===== src/rtl/dmem_arbiter_if.sv =====
// rtl/dmem_arbiter_if.sv - requester and data-memory signal bundle for dmem_arbiter
// Lock inputs exist only when DMEM_ARB_LOCK_EN is defined.
interface dmem_arbiter_if #(
  parameter int DATA_BIT_WIDTH = 32,
  parameter int DMEMADDRBITS   = 13
);
  logic                      reqA;
  logic                      weA;
  logic [DMEMADDRBITS-1:0]   addrA;
  logic [DATA_BIT_WIDTH-1:0] wdataA;
  logic                      ackA;
  logic [DATA_BIT_WIDTH-1:0] rdataA;
  logic                      reqB;
  logic                      weB;
  logic [DMEMADDRBITS-1:0]   addrB;
  logic [DATA_BIT_WIDTH-1:0] wdataB;
  logic                      ackB;
  logic [DATA_BIT_WIDTH-1:0] rdataB;
  logic                      mem_wr;
  logic [DMEMADDRBITS-1:0]   mem_addr;
  logic [DATA_BIT_WIDTH-1:0] mem_dataIn;
  logic [DATA_BIT_WIDTH-1:0] mem_dataOut;
  logic [1:0]                grant;
  logic                      busy;
`ifdef DMEM_ARB_LOCK_EN
  logic                      lockA;
  logic                      lockB;

  modport slave (
    input  reqA, weA, addrA, wdataA, lockA, reqB, weB, addrB, wdataB, lockB, mem_dataOut,
    output ackA, rdataA, ackB, rdataB, mem_wr, mem_addr, mem_dataIn, grant, busy
  );
  modport master (
    output reqA, weA, addrA, wdataA, lockA, reqB, weB, addrB, wdataB, lockB, mem_dataOut,
    input  ackA, rdataA, ackB, rdataB, mem_wr, mem_addr, mem_dataIn, grant, busy
  );
`else
  modport slave (
    input  reqA, weA, addrA, wdataA, reqB, weB, addrB, wdataB, mem_dataOut,
    output ackA, rdataA, ackB, rdataB, mem_wr, mem_addr, mem_dataIn, grant, busy
  );
  modport master (
    output reqA, weA, addrA, wdataA, reqB, weB, addrB, wdataB, mem_dataOut,
    input  ackA, rdataA, ackB, rdataB, mem_wr, mem_addr, mem_dataIn, grant, busy
  );
`endif
endinterface


===== src/rtl/dmem_arbiter.sv =====
// rtl/dmem_arbiter.sv - round-robin arbiter sharing one data-memory port between A and B
// Ownership lock (lockA/lockB) is compiled in with `define DMEM_ARB_LOCK_EN.
module dmem_arbiter #(
  parameter int DATA_BIT_WIDTH = 32,
  parameter int DMEMADDRBITS   = 13
) (
  input logic           clk,
  input logic           reset,
  dmem_arbiter_if.slave bus
);
  typedef enum logic [1:0] {
    IDLE    = 2'd0,
    ISSUE   = 2'd1,
    CAPTURE = 2'd2,
    DONE    = 2'd3
  } state_t;

  state_t                    state;
  logic                      last_grant;
  logic                      owner_b;
  logic                      we_q;
  logic                      wr_q;
  logic [DMEMADDRBITS-1:0]   addr_q;
  logic [DATA_BIT_WIDTH-1:0] data_q;
  logic [DATA_BIT_WIDTH-1:0] rdata_a_q;
  logic [DATA_BIT_WIDTH-1:0] rdata_b_q;
  logic [1:0]                grant_q;
  logic                      ack_a_q;
  logic                      ack_b_q;
  logic                      req_a;
  logic                      req_b;
  logic                      pick_b;

`ifdef DMEM_ARB_LOCK_EN
  logic lock_hold;

  // A locked owner that still requests masks the other requester
  always_comb begin
    req_a = bus.reqA & ~(lock_hold & owner_b & bus.reqB);
    req_b = bus.reqB & ~(lock_hold & ~owner_b & bus.reqA);
  end
`else
  always_comb begin
    req_a = bus.reqA;
    req_b = bus.reqB;
  end
`endif

  // last_grant: 0 = A, 1 = B; a tie goes to the one not granted last
  always_comb begin
    pick_b = req_b & (~req_a | ~last_grant);
  end

  always_ff @(posedge clk) begin
    if (reset) begin
      state      <= IDLE;
      last_grant <= 1'b1;
      owner_b    <= 1'b0;
      we_q       <= 1'b0;
      wr_q       <= 1'b0;
      addr_q     <= '0;
      data_q     <= '0;
      rdata_a_q  <= '0;
      rdata_b_q  <= '0;
      grant_q    <= 2'b00;
      ack_a_q    <= 1'b0;
      ack_b_q    <= 1'b0;
`ifdef DMEM_ARB_LOCK_EN
      lock_hold  <= 1'b0;
`endif
    end else begin
      ack_a_q <= 1'b0;
      ack_b_q <= 1'b0;
      case (state)
        IDLE: begin
`ifdef DMEM_ARB_LOCK_EN
          if (lock_hold && !(owner_b ? bus.reqB : bus.reqA)) begin
            lock_hold <= 1'b0;
          end
`endif
          if (req_a || req_b) begin
            owner_b <= pick_b;
            we_q    <= pick_b ? bus.weB    : bus.weA;
            wr_q    <= pick_b ? bus.weB    : bus.weA;
            addr_q  <= pick_b ? bus.addrB  : bus.addrA;
            data_q  <= pick_b ? bus.wdataB : bus.wdataA;
            grant_q <= pick_b ? 2'b10      : 2'b01;
            state   <= ISSUE;
          end
        end
        ISSUE: begin
          wr_q  <= 1'b0;
          state <= CAPTURE;
        end
        CAPTURE: begin
          if (!we_q) begin
            if (owner_b) rdata_b_q <= bus.mem_dataOut;
            else         rdata_a_q <= bus.mem_dataOut;
          end
          ack_a_q <= ~owner_b;
          ack_b_q <= owner_b;
          state   <= DONE;
        end
        DONE: begin
`ifdef DMEM_ARB_LOCK_EN
          if (owner_b ? bus.lockB : bus.lockA) begin
            lock_hold <= 1'b1;
          end else begin
            lock_hold  <= 1'b0;
            last_grant <= owner_b;
          end
`else
          last_grant <= owner_b;
`endif
          grant_q <= 2'b00;
          state   <= IDLE;
        end
        default: state <= IDLE;
      endcase
    end
  end

  // Reset gates the strobe directly so a write caught in ISSUE never reaches memory
  assign bus.mem_wr     = wr_q & ~reset;
  assign bus.mem_addr   = addr_q;
  assign bus.mem_dataIn = data_q;
  assign bus.ackA       = ack_a_q;
  assign bus.ackB       = ack_b_q;
  assign bus.rdataA     = rdata_a_q;
  assign bus.rdataB     = rdata_b_q;
  assign bus.grant      = grant_q;
  assign bus.busy       = (state != IDLE);
endmodule


===== src/flat_wrapper.sv =====
// flat-port wrapper written by rule: the top's interface ports become plain ports
module dmem_arbiter_flat 
#(
  parameter int DATA_BIT_WIDTH = 32,
  parameter int DMEMADDRBITS   = 13
)
  (clk, reset, bus_reqA, bus_weA, bus_addrA, bus_wdataA, bus_reqB, bus_weB, bus_addrB, bus_wdataB, bus_mem_dataOut, bus_ackA, bus_rdataA, bus_ackB, bus_rdataB, bus_mem_wr, bus_mem_addr, bus_mem_dataIn, bus_grant, bus_busy);
  dmem_arbiter_if #(.DATA_BIT_WIDTH(DATA_BIT_WIDTH), .DMEMADDRBITS(DMEMADDRBITS)) bus_i ();
  input logic clk;
  input logic reset;
  input wire logic [$bits(bus_i.reqA)-1:0] bus_reqA;
  input wire logic [$bits(bus_i.weA)-1:0] bus_weA;
  input wire logic [$bits(bus_i.addrA)-1:0] bus_addrA;
  input wire logic [$bits(bus_i.wdataA)-1:0] bus_wdataA;
  input wire logic [$bits(bus_i.reqB)-1:0] bus_reqB;
  input wire logic [$bits(bus_i.weB)-1:0] bus_weB;
  input wire logic [$bits(bus_i.addrB)-1:0] bus_addrB;
  input wire logic [$bits(bus_i.wdataB)-1:0] bus_wdataB;
  input wire logic [$bits(bus_i.mem_dataOut)-1:0] bus_mem_dataOut;
  output wire logic [$bits(bus_i.ackA)-1:0] bus_ackA;
  output wire logic [$bits(bus_i.rdataA)-1:0] bus_rdataA;
  output wire logic [$bits(bus_i.ackB)-1:0] bus_ackB;
  output wire logic [$bits(bus_i.rdataB)-1:0] bus_rdataB;
  output wire logic [$bits(bus_i.mem_wr)-1:0] bus_mem_wr;
  output wire logic [$bits(bus_i.mem_addr)-1:0] bus_mem_addr;
  output wire logic [$bits(bus_i.mem_dataIn)-1:0] bus_mem_dataIn;
  output wire logic [$bits(bus_i.grant)-1:0] bus_grant;
  output wire logic [$bits(bus_i.busy)-1:0] bus_busy;
  assign bus_i.reqA = bus_reqA;
  assign bus_i.weA = bus_weA;
  assign bus_i.addrA = bus_addrA;
  assign bus_i.wdataA = bus_wdataA;
  assign bus_i.reqB = bus_reqB;
  assign bus_i.weB = bus_weB;
  assign bus_i.addrB = bus_addrB;
  assign bus_i.wdataB = bus_wdataB;
  assign bus_i.mem_dataOut = bus_mem_dataOut;
  assign bus_ackA = bus_i.ackA;
  assign bus_rdataA = bus_i.rdataA;
  assign bus_ackB = bus_i.ackB;
  assign bus_rdataB = bus_i.rdataB;
  assign bus_mem_wr = bus_i.mem_wr;
  assign bus_mem_addr = bus_i.mem_addr;
  assign bus_mem_dataIn = bus_i.mem_dataIn;
  assign bus_grant = bus_i.grant;
  assign bus_busy = bus_i.busy;
  dmem_arbiter #(.DATA_BIT_WIDTH(DATA_BIT_WIDTH), .DMEMADDRBITS(DMEMADDRBITS)) u_core (.clk(clk), .reset(reset), .bus(bus_i));
endmodule

===== config.mk =====
export PLATFORM = sky130hd
export DESIGN_NAME = dmem_arbiter_flat
export DESIGN_NICKNAME = d
export VERILOG_FILES = /design/src/rtl/dmem_arbiter_if.sv /design/src/rtl/dmem_arbiter.sv /design/src/flat_wrapper.sv
export SDC_FILE = /design/constraint.sdc
export NUM_CORES = 1
export LEC_CHECK = 0
export CAP_MARGIN = 20
export CORE_ASPECT_RATIO = 0.9
export CORE_MARGIN = 2
export CORE_UTILIZATION = 44
export DETAILED_ROUTE_END_ITERATION = 6
export PLACE_DENSITY = 0.89
export RECOVER_POWER = 100
export SLEW_MARGIN = 20
export SYNTH_ARGS = -nofsm -noshare
export SYNTH_HDL_FRONTEND = slang
export SYNTH_SLANG_ARGS = --single-unit

===== constraint.sdc =====
create_clock -name clk -period 2.2 [get_ports clk]
set_input_delay 0.44 -clock clk [delete_from_list [all_inputs] [get_ports clk]]
set_output_delay 0.44 -clock clk [all_outputs]
set_load 0.02 [all_outputs]

==> results of run 1 <==
## power by group through the flow
| stage | sequential, mW | combinational (mW) | clock, mW |
|---|---|---|---|
| finish | 2.93 | 3.70 | 2.89 |
| global placement | 2.96 | 3.77 | 0 |
| CTS | 2.96 | 3.90 | 2.94 |
| global route | 2.99 | 3.98 | 3.03 |
| floorplan | 3.49 | 1.75 | 0 |
| detailed placement | 2.99 | 3.89 | 0 |
## cells in the final DEF (no fill, tap or decap), types with 2 or more instances in the layout
cell             Yosys  layout
a21oi_1             67      67
a311oi_1             5       5
buf_12               5       6
ha_1                 4       4
nand2_2             50      50
inv_6                0       4
clkinvlp_4           0       2
dlygate4sd3_1        0     114
dfxtp_1            119     119
inv_8                0       2
clkbuf_1            16       2
nand2_1            171     171
a211oi_1             2       2
nor2_1              50      50
o21ai_0              4       4
buf_4                2       8
clkbuf_16            0      17
bufinv_16            0       3
nor2b_1              3       3
a311oi_2            40      40
and3b_1              2       2
nor3b_1              2       2
clkinv_4             0       3
clkdlybuf4s50_1      0     126
inv_1                4       4
## synth_stat cells, types with 2 or more instances
library cell	count	area (um^2)
inv_1	4	15.0
buf_4	2	15.0
nor2b_1	3	18.8
ha_1	4	50.1
o21ai_0	4	20.0
nor2_1	50	188
buf_12	5	100
a311oi_2	40	601
buf_2	21	105
and3b_1	2	17.5
nand2_2	50	313
dfxtp_1	119	2380
nor3b_1	2	15.0
buf_6	4	45.0
a311oi_1	5	43.8
a21oi_1	67	335
a211oi_1	2	15.0
nand2_1	171	642
clkbuf_1	16	60.1
## per-stage QoR
stage | hold slack (ns) | cells
after detailed placement | 0.446 | 949
after floorplan | 0.471 | 584
final | 0.455 | 981
after global routing | 0.462 | 981
after CTS | 0.459 | 981
after global placement | 0.440 | 949
## worst paths after layout
kind,slack [ns],cells after the start,end,startpoint
hold reg to reg,0.46,2,u_core.bus.rdataB[20],u_core.bus.rdataB[20]
setup reg to reg,0.22,6,u_core.wr_q,u_core.state[0]
setup / recovery,0.19,4,bus_busy,u_core.state[0]
hold / removal,0.46,2,u_core.bus.rdataB[20],u_core.bus.rdataB[20]
## final cells by class
cell class                 instances  area (um^2)
clock buffer                      18          429
clock inverter                    14          189
fill                             846         3180
inverter                           4         15.0
multi-input combinational        413         2400
sequential                       119         2380
tap                              156          195
timing repair buffer             257         2600
## per-layer routing
metal  routed length (um)  track usage, %
met5                    0               0
met4                  350            9.38
met3                 1370            9.07
met2                 7910            44.3
met1                 5870            27.2
## logic make-up (layout without fill, tap and decap cells)
| family | count (synthesis) | in the layout |
|---|---|---|
| mux | 1 | 1 |
| compound gates | 124 | 124 |
| fa+ha+maj | 4 | 4 |
| buf+inv | 52 | 293 |
| simple gates | 284 | 284 |
| flops | 119 | 119 |
## critical path, stage by stage, from the launching register on
cell and delay (ns):
dfxtp_1 0.40, inv_1 0.08, ha_1 0.22, inv_1 0.05
dlygate4sd2_1 0.42
## registers in the layout (all words and copies together) (netlist names), 2 cells and up
| register | flops |
|---|---|
| u_core.bus.mem_dataIn | 32 |
| u_core.state | 2 |
| u_core.bus.grant | 2 |
| u_core.bus.mem_addr | 13 |
| u_core.bus.rdataB | 32 |
| u_core.bus.rdataA | 32 |
## what timing repair did
| action | in CTS | in global routing |
|---|---|---|
| gates resized for setup | 1 | 0 |
| endpoints found under the setup margin | 1 | 0 |
| endpoints found under the hold margin | 0 | 0 |
| hold buffers | 0 | 0 |
==> out/results.ini, run 1 <==
[outcome]
status = finished, final reports clean

[synthesis]
muxShareOfSynthArea_pct = 0.196
synth_cell_types = 32
synth_compound_area_share_pct = 21.1
yosys_warnings = 0
synth_nets = 716
ys.flop_type = dfxtp_1
yosysSeqAreaShare_pct = 46.7
synth_fa_ha_area_share_pct = 0.982
synth_edf_count = 0
netlist_instances = 584
synth-simple-area-share_pct = 24.3
synth_area_per_cell_um2 = 8.73
synth_xor_area_share_pct = 0
synth_top_family_by_area = simple AND/OR/NAND/NOR gates
async_flop_share_pct = 0
synth_seq_cells = 119
syn_area_um2 = 5100

[placed_design]
gp_congestion = 0.845
dp_hpwl_um = 11100
place_area_um2 = 7600
port_buffers = 242
preCtsSetupSlack_ns = 0.0346

[power]
peakVddDrop_mv = 0.612
switchingPower_mw = 3.45
clock_power_share_pct = 30.4
power_density_nw_per_um2 = 1160
combPwrFrac_pct = 38.8
p_seq_share_pct = 30.8
switching_share_pct = 36.2
p_leak_nw = 3.26
power.total_mw = 9.52
p_int_mw = 6.07

[cts]
clk_pin_slew_ns = 0.06
h-tree-depth = 4
clock_path_buffers = 2
cts-root-buf = clkbuf_16
cts_made_buffers = 17
cts_tree = built
cts_setup_buffers = 0
insertion_delay_ns = 0.40
cts.sinks = 119

[detailed_routing]
drtIter0Drc = 334
drc = 0
routed_wl_um = 15500
ant_nets = 0
drt-pass1-iter-count = 5
via_count = 5073
wire_per_inst_um = 15.8
routed_via_density = 5.17

[sta]
rsz0062_at_grt = no
clock_skew_ns = 0.0113
min_period_ns = 2.01
worst_pin_slew_ns = 0.678
hold_viol_final = 0
max_slew_margin_pct = 54.8
drv_slew = 0
worst_slack_ns = 0.187
fin_crit_sh_pct = 91.5
final.setup.tns_ns = 0
timing.fmax_mhz = 497
finalSetupViolations = 0

[die]
dieArea_um2 = 12500
dieWidth_um = 117
ios = 243
dieHeight_um = 106
core_um2 = 11400
rows = 37
start_util_pct = 44.8

[final_layout]
area_growth_pct = 61.0
antennaDiodeCount = 0
fin_util_pct = 72.1
final_area_um2 = 8210
nNetsFinal = 944
layout-drive-gt1-share_pct = 17.1

[grt]
antenna_found_initial = 0
grt_start_max_net_pins = 120
grt_pass1_wl_um = 24900
grt_pass1_vias = 5050
grt_overflow = 0
gr-usage-all-layers_pct = 24.9

[worst_setup_path]
critPathArrivalTime_ns = 1.57
critPathCaptureType = output port
cp.required_ns = 1.76
critPathKind = reg2out
critPathMaxFanout = 4
cp-start-kind = register

[run]
drv_cap = 0

[min_path]
min_path_type = reg2reg

Note: power is estimated with default switching activity, not from simulation.
==> run 2, diff against run 1 <==
Settings changed: GPL_TIMING_DRIVEN from default to 0.
==> run 2 against run 1 <==
Net effect: first-iteration DRC count down 5.4%; clock skew down 0.0048 ns; register-to-register slack gained 0.03 ns; critical endpoint is now bus_mem_wr.
==> out/results.ini, run 2 (synthesis results as in run 1) <==
[power]
switching_share_pct = 36.6
peakVddDrop_mv = 0.901
power.total_mw = 9.26
combPwrFrac_pct = 38.9
p_seq_share_pct = 31.5
p_leak_nw = 3.29
power_density_nw_per_um2 = 1140
p_int_mw = 5.88
switchingPower_mw = 3.39
clock_power_share_pct = 29.7

[sta]
drv_slew = 0
rsz0062_at_grt = no
min_period_ns = 2.06
clock_skew_ns = 0.00652
worst_pin_slew_ns = 0.653
finalSetupViolations = 0
final.setup.tns_ns = 0
timing.fmax_mhz = 484
hold_viol_final = 0
fin_crit_sh_pct = 93.8
worst_slack_ns = 0.136
fin_hold_ws_ns = 0.448
max_slew_margin_pct = 56.4

[min_path]
hold_start = u_core.bus.rdataA[11]
min_path_type = reg2reg

[placed_design]
place_inst = 981
port_buffers = 241
gp_congestion = 0.838
preCtsSetupSlack_ns = 0.130
dp_hpwl_um = 12000

[die]
dieWidth_um = 117
dieArea_um2 = 12500
ios = 243
core_um2 = 11400
rows = 37
start_util_pct = 44.8
dieHeight_um = 106

[cts]
clk_pin_slew_ns = 0.06
h-tree-depth = 4
insertion_delay_ns = 0.40
cts-root-buf = clkbuf_16
clock_path_buffers = 2
cts_tree = built
cts_setup_buffers = 0
cts.sinks = 119
cts_made_buffers = 17

[grt]
grt_pass1_wl_um = 25600
grt_start_max_net_pins = 17
gr-usage-all-layers_pct = 26.1
antenna_found_initial = 0
grt_overflow = 0
grt_pass1_vias = 5107

[worst_setup_path]
cp-start-kind = input pin
crit_buf_inv = 2
critPathTopFamily = buffers and inverters
critPathLaunch = reset
critPathCaptureType = output port
critPathKind = in2out
cp_slowest_stage_delay_ns = 0.59
cp.required_ns = 1.76
critPathMaxFanout = 10
cp_slowest_cell = clkdlybuf4s50_1
rr_startpoint = u_core.state[0]
cp_cell_sequence = clkbuf_1 -> nor2b_1 -> clkdlybuf4s50_1
critPathArrivalTime_ns = 1.62

[outcome]
status = finished, final reports clean

[detailed_routing]
drc = 0
ant_nets = 0
wire_per_inst_um = 16.3
drt-pass1-iter-count = 5
routed_via_density = 5.06
drtIter0Drc = 316
via_count = 5126
routed_wl_um = 16500

[final_layout]
layout-drive-gt1-share_pct = 15.2
fill_cells = 901
multiInputGateArea_um2 = 2250
layout_commonest_cell = nand2_1
area_growth_pct = 59.9
regArea_um2 = 2380
nNetsFinal = 976
antennaDiodeCount = 0
finalNonFillerCells = 1013
final_cell_mix = nand2_1 (171), clkdlybuf4s50_1 (127), dfxtp_1 (119)

[run]
drv_cap = 0

[run 2: changes by cell type in the layout (fill, tap and decap cells not counted), sizes merged]
cell / change
clkbuf: +22
clkinv: +2
clkdlybuf4s50: +1
clkinvlp: +2
clkdlybuf4s15: +1
buf: +10
bufinv: -1
dlygate4sd3: -1
inv: -3
dlygate4sd2: -1
[run 2: path summary, 6_finish.rpt]
path	to	slack [ns]	cells after the start
worst max-delay path	bus_mem_wr	0.14	3
worst min-delay path	u_core.bus.rdataA[11]	0.45	2
worst max register to register	u_core.bus.rdataA[5]	0.25	7
worst min register to register	u_core.bus.rdataA[11]	0.45	2
[run 2: metal layers]
metal  GRT usage, %  wire [um]  vias up
met2           47.0       8440      215
met3           9.44       1480       23
met4           9.47        302        0
met5              0          0        -
li1               -          -     2484
met1           28.2       6250     2404
[run 2: power by group through the flow]
stage	clock network [mW]	registers [mW]	logic, mW
floorplan	0	3.49	1.75
global placement	0	2.95	3.85
detailed placement	0	2.97	3.91
CTS	2.77	2.94	3.94
global route	2.86	2.97	3.87
finish	2.75	2.92	3.60
[run 2: repair_timing]
| item | in CTS | in global routing |
|---|---|---|
| endpoints found under the setup margin | 1 | 1 |
| gates resized for setup | 1 | 1 |
| hold buffers | 0 | 0 |
| pin swaps | 0 | 0 |
[run 2: final cells by class]
cell class | count | area share [%]
Buffer | 48 | 3.81
Clock buffer | 18 | 5.39
Clock inverter | 14 | 1.83
Inverter | 4 | 0.184
Multi-Input combinational cell | 413 | 27.6
Sequential cell | 119 | 29.2
Tap cell | 156 | 2.39
Timing Repair Buffer | 241 | 29.6
[run 2: stage by stage]
stage	util, %	instance area (um^2)
final	71.6	8150
after global routing	71.6	8150
after CTS	72.8	8290
after detailed placement	67.7	7710
after global placement	67.7	7710
after floorplan	-	5100
[run 2: worst min-delay path: cells and delay by family, from the launching register on]
| family | cells | cell delay [ns] |
|---|---|---|
| flip-flops | 1 | 0.30 |
| AO/OA/AOI/OAI | 1 | 0.05 |
| AND/OR/NAND/NOR | 1 | 0.05 |
==> run 3, diff against run 2 <==
Settings changed: PLACE_DENSITY 0.89 to 0.91, REMOVE_ABC_BUFFERS from default to 1.
==> run 3 against run 2 <==
Net effect: clock skew fell by 0.0010 ns; largest cell class unchanged; count of clock-buffer cells in the layout rose by 1; critical endpoint is now u_core.bus.mem_addr[9]; highest routed layer unchanged; die area did not move; critical path type is now in2reg.
==> out/results.ini, run 3 (synthesis results as in run 1) <==
[placed_design]
gp_congestion = 0.752
dp_hpwl_um = 11200
port_buffers = 242
preCtsSetupSlack_ns = -0.282

[cts]
cts.sinks = 119
cts-root-buf = clkbuf_16
h-tree-depth = 4
clk_pin_slew_ns = 0.05
cts_made_buffers = 17
clock_path_buffers = 2
cts-hold-fix-buffers = 0
cts_tree = built
insertion_delay_ns = 0.40

[detailed_routing]
routed_via_density = 5.24
wire_per_inst_um = 17.0
routed_wl_um = 16600
ant_nets = 0
drc = 0
drt-pass1-iter-count = 7
drtIter0Drc = 396
via_count = 5102

[worst_setup_path]
worst_r2r_path_depth = 7
critPathMaxFanout = 40
worst-r2r-setup-slack_ns = 0.19
cp_cell_sequence = dlygate4sd3_1 -> a21bo_1 -> buf_16 -> nand2_2 -> a311oi_2
cp.required_ns = 2.49
critPathArrivalTime_ns = 2.40
cp_slowest_stage_delay_ns = 0.78
critPathTopFamily = buffers and inverters
cp_slowest_cell = dlygate4sd3_1
critPathCaptureType = register
cp-start-kind = input pin
r2r_end = u_core.bus.rdataB[13]
rr_startpoint = u_core.state[0]
critPathKind = in2reg
crit_buf_inv = 2

[final_layout]
layout_commonest_cell = nand2_1
nNetsFinal = 938
fill_cells = 857
fin_util_pct = 70.3
final_cell_mix = nand2_1 (182), clkdlybuf4s50_1 (126), dfxtp_1 (119)
antennaDiodeCount = 0
area_growth_pct = 57.0
layout-drive-gt1-share_pct = 12.5

[die]
start_util_pct = 44.8
dieWidth_um = 117
core_um2 = 11400
dieHeight_um = 106
rows = 37
dieArea_um2 = 12500
ios = 243

[sta]
finalSetupViolations = 0
fin_hold_ws_ns = 0.379
max_slew_margin_pct = 50.2
clock_skew_ns = 0.00550
timing.fmax_mhz = 475
min_period_ns = 2.11
worst_slack_ns = 0.0949
worst_pin_slew_ns = 0.747
fin_crit_sh_pct = 95.7
drv_slew = 0
hold_viol_final = 0
rsz0062_at_grt = no

[grt]
grt_pass1_vias = 5014
grt_start_max_net_pins = 72
antenna_found_initial = 0
gr-usage-all-layers_pct = 25.8
grt_pass1_wl_um = 25200
grt_overflow = 0

[power]
switchingPower_mw = 3.30
clock_power_share_pct = 30.0
combPwrFrac_pct = 38.1
p_int_mw = 5.88
power_density_nw_per_um2 = 1150
power.total_mw = 9.18
switching_share_pct = 35.9
p_leak_nw = 3.20
peakVddDrop_mv = 0.810
p_seq_share_pct = 31.9

[min_path]
hold_path_end = u_core.bus.mem_dataIn[8]
hold_depth = 2
min_path_type = in2reg
hold_start = reset

[run]
drv_cap = 0

[outcome]
status = finished, final reports clean

## run 3: what timing repair did
item                                    4_1_cts  5_1_grt
endpoints found under the setup margin        4       21
gates cloned                                  0        1
setup buffers                                 0        0
hold endpoints to repair                      0        0
gates resized for setup                       4        0
## run 3: stage by stage
stage	cells	TNS [ns]	instance area [um^2]
floorplan	536	-6.65	4770
global placement	934	-309.60	7390
detailed placement	942	-5.88	7590
CTS	973	0	8180
global route	974	0	8010
finish	974	0	8010
## run 3: how the worst max path moves through the flow
stage                     from                   endpoint  slack (ns)  cells past startpoint
2_1_floorplan  u_core.state[0]                u_core.wr_q       -0.20                      5
3_3_place_gp             reset                 bus_mem_wr       -3.47                      3
3_5_place_dp          bus_reqA     u_core.bus.mem_addr[0]       -0.28                      5
4_1_cts        u_core.state[0]  u_core.bus.mem_dataIn[10]        0.03                      6
5_1_grt        u_core.state[0]       u_core.bus.rdataB[1]        0.06                      7
6_report              bus_reqA     u_core.bus.mem_addr[9]        0.09                      5
## run 3: worst register-to-register path, cell delays in order, from the launching register on
cell,delay [ns]
dfxtp_1,0.39
inv_1,0.09
ha_1,0.28
nand3b_1,0.38
clkbuf_2,0.38
buf_6,0.21
nand2_1,0.07
a21oi_1,0.14
## run 3: area by class of cell
class | count | area (um^2) | area share [%]
clock inverters | 12 | 155 | 1.94
inverters | 4 | 15.0 | 0.188
clock buffers | 19 | 433 | 5.41
multi-input cells | 414 | 2240 | 28.0
flip-flops and latches | 119 | 2380 | 29.8
well taps | 156 | 195 | 2.44
repair buffers | 250 | 2580 | 32.3
## run 3: per-layer routing
| layer | GRT usage [%] | vias up | wire [um] |
|---|---|---|---|
| met5 | 0 | - | 0 |
| met1 | 26.2 | 2430 | 6210 |
| met2 | 46.1 | 232 | 8220 |
| li1 | - | 2410 | - |
| met3 | 11.5 | 30 | 1780 |
| met4 | 10.9 | 0 | 396 |
## run 3: power by group through the flow
stage / Combinational [mW] / Sequential (mW) / Clock [mW]
after floorplan: 1.53 / 3.49 / 0
after global placement: 3.62 / 2.96 / 0
after detailed placement: 3.76 / 2.98 / 0
after CTS: 3.80 / 2.95 / 2.80
after global routing: 3.74 / 2.98 / 2.90
final: 3.50 / 2.93 / 2.75
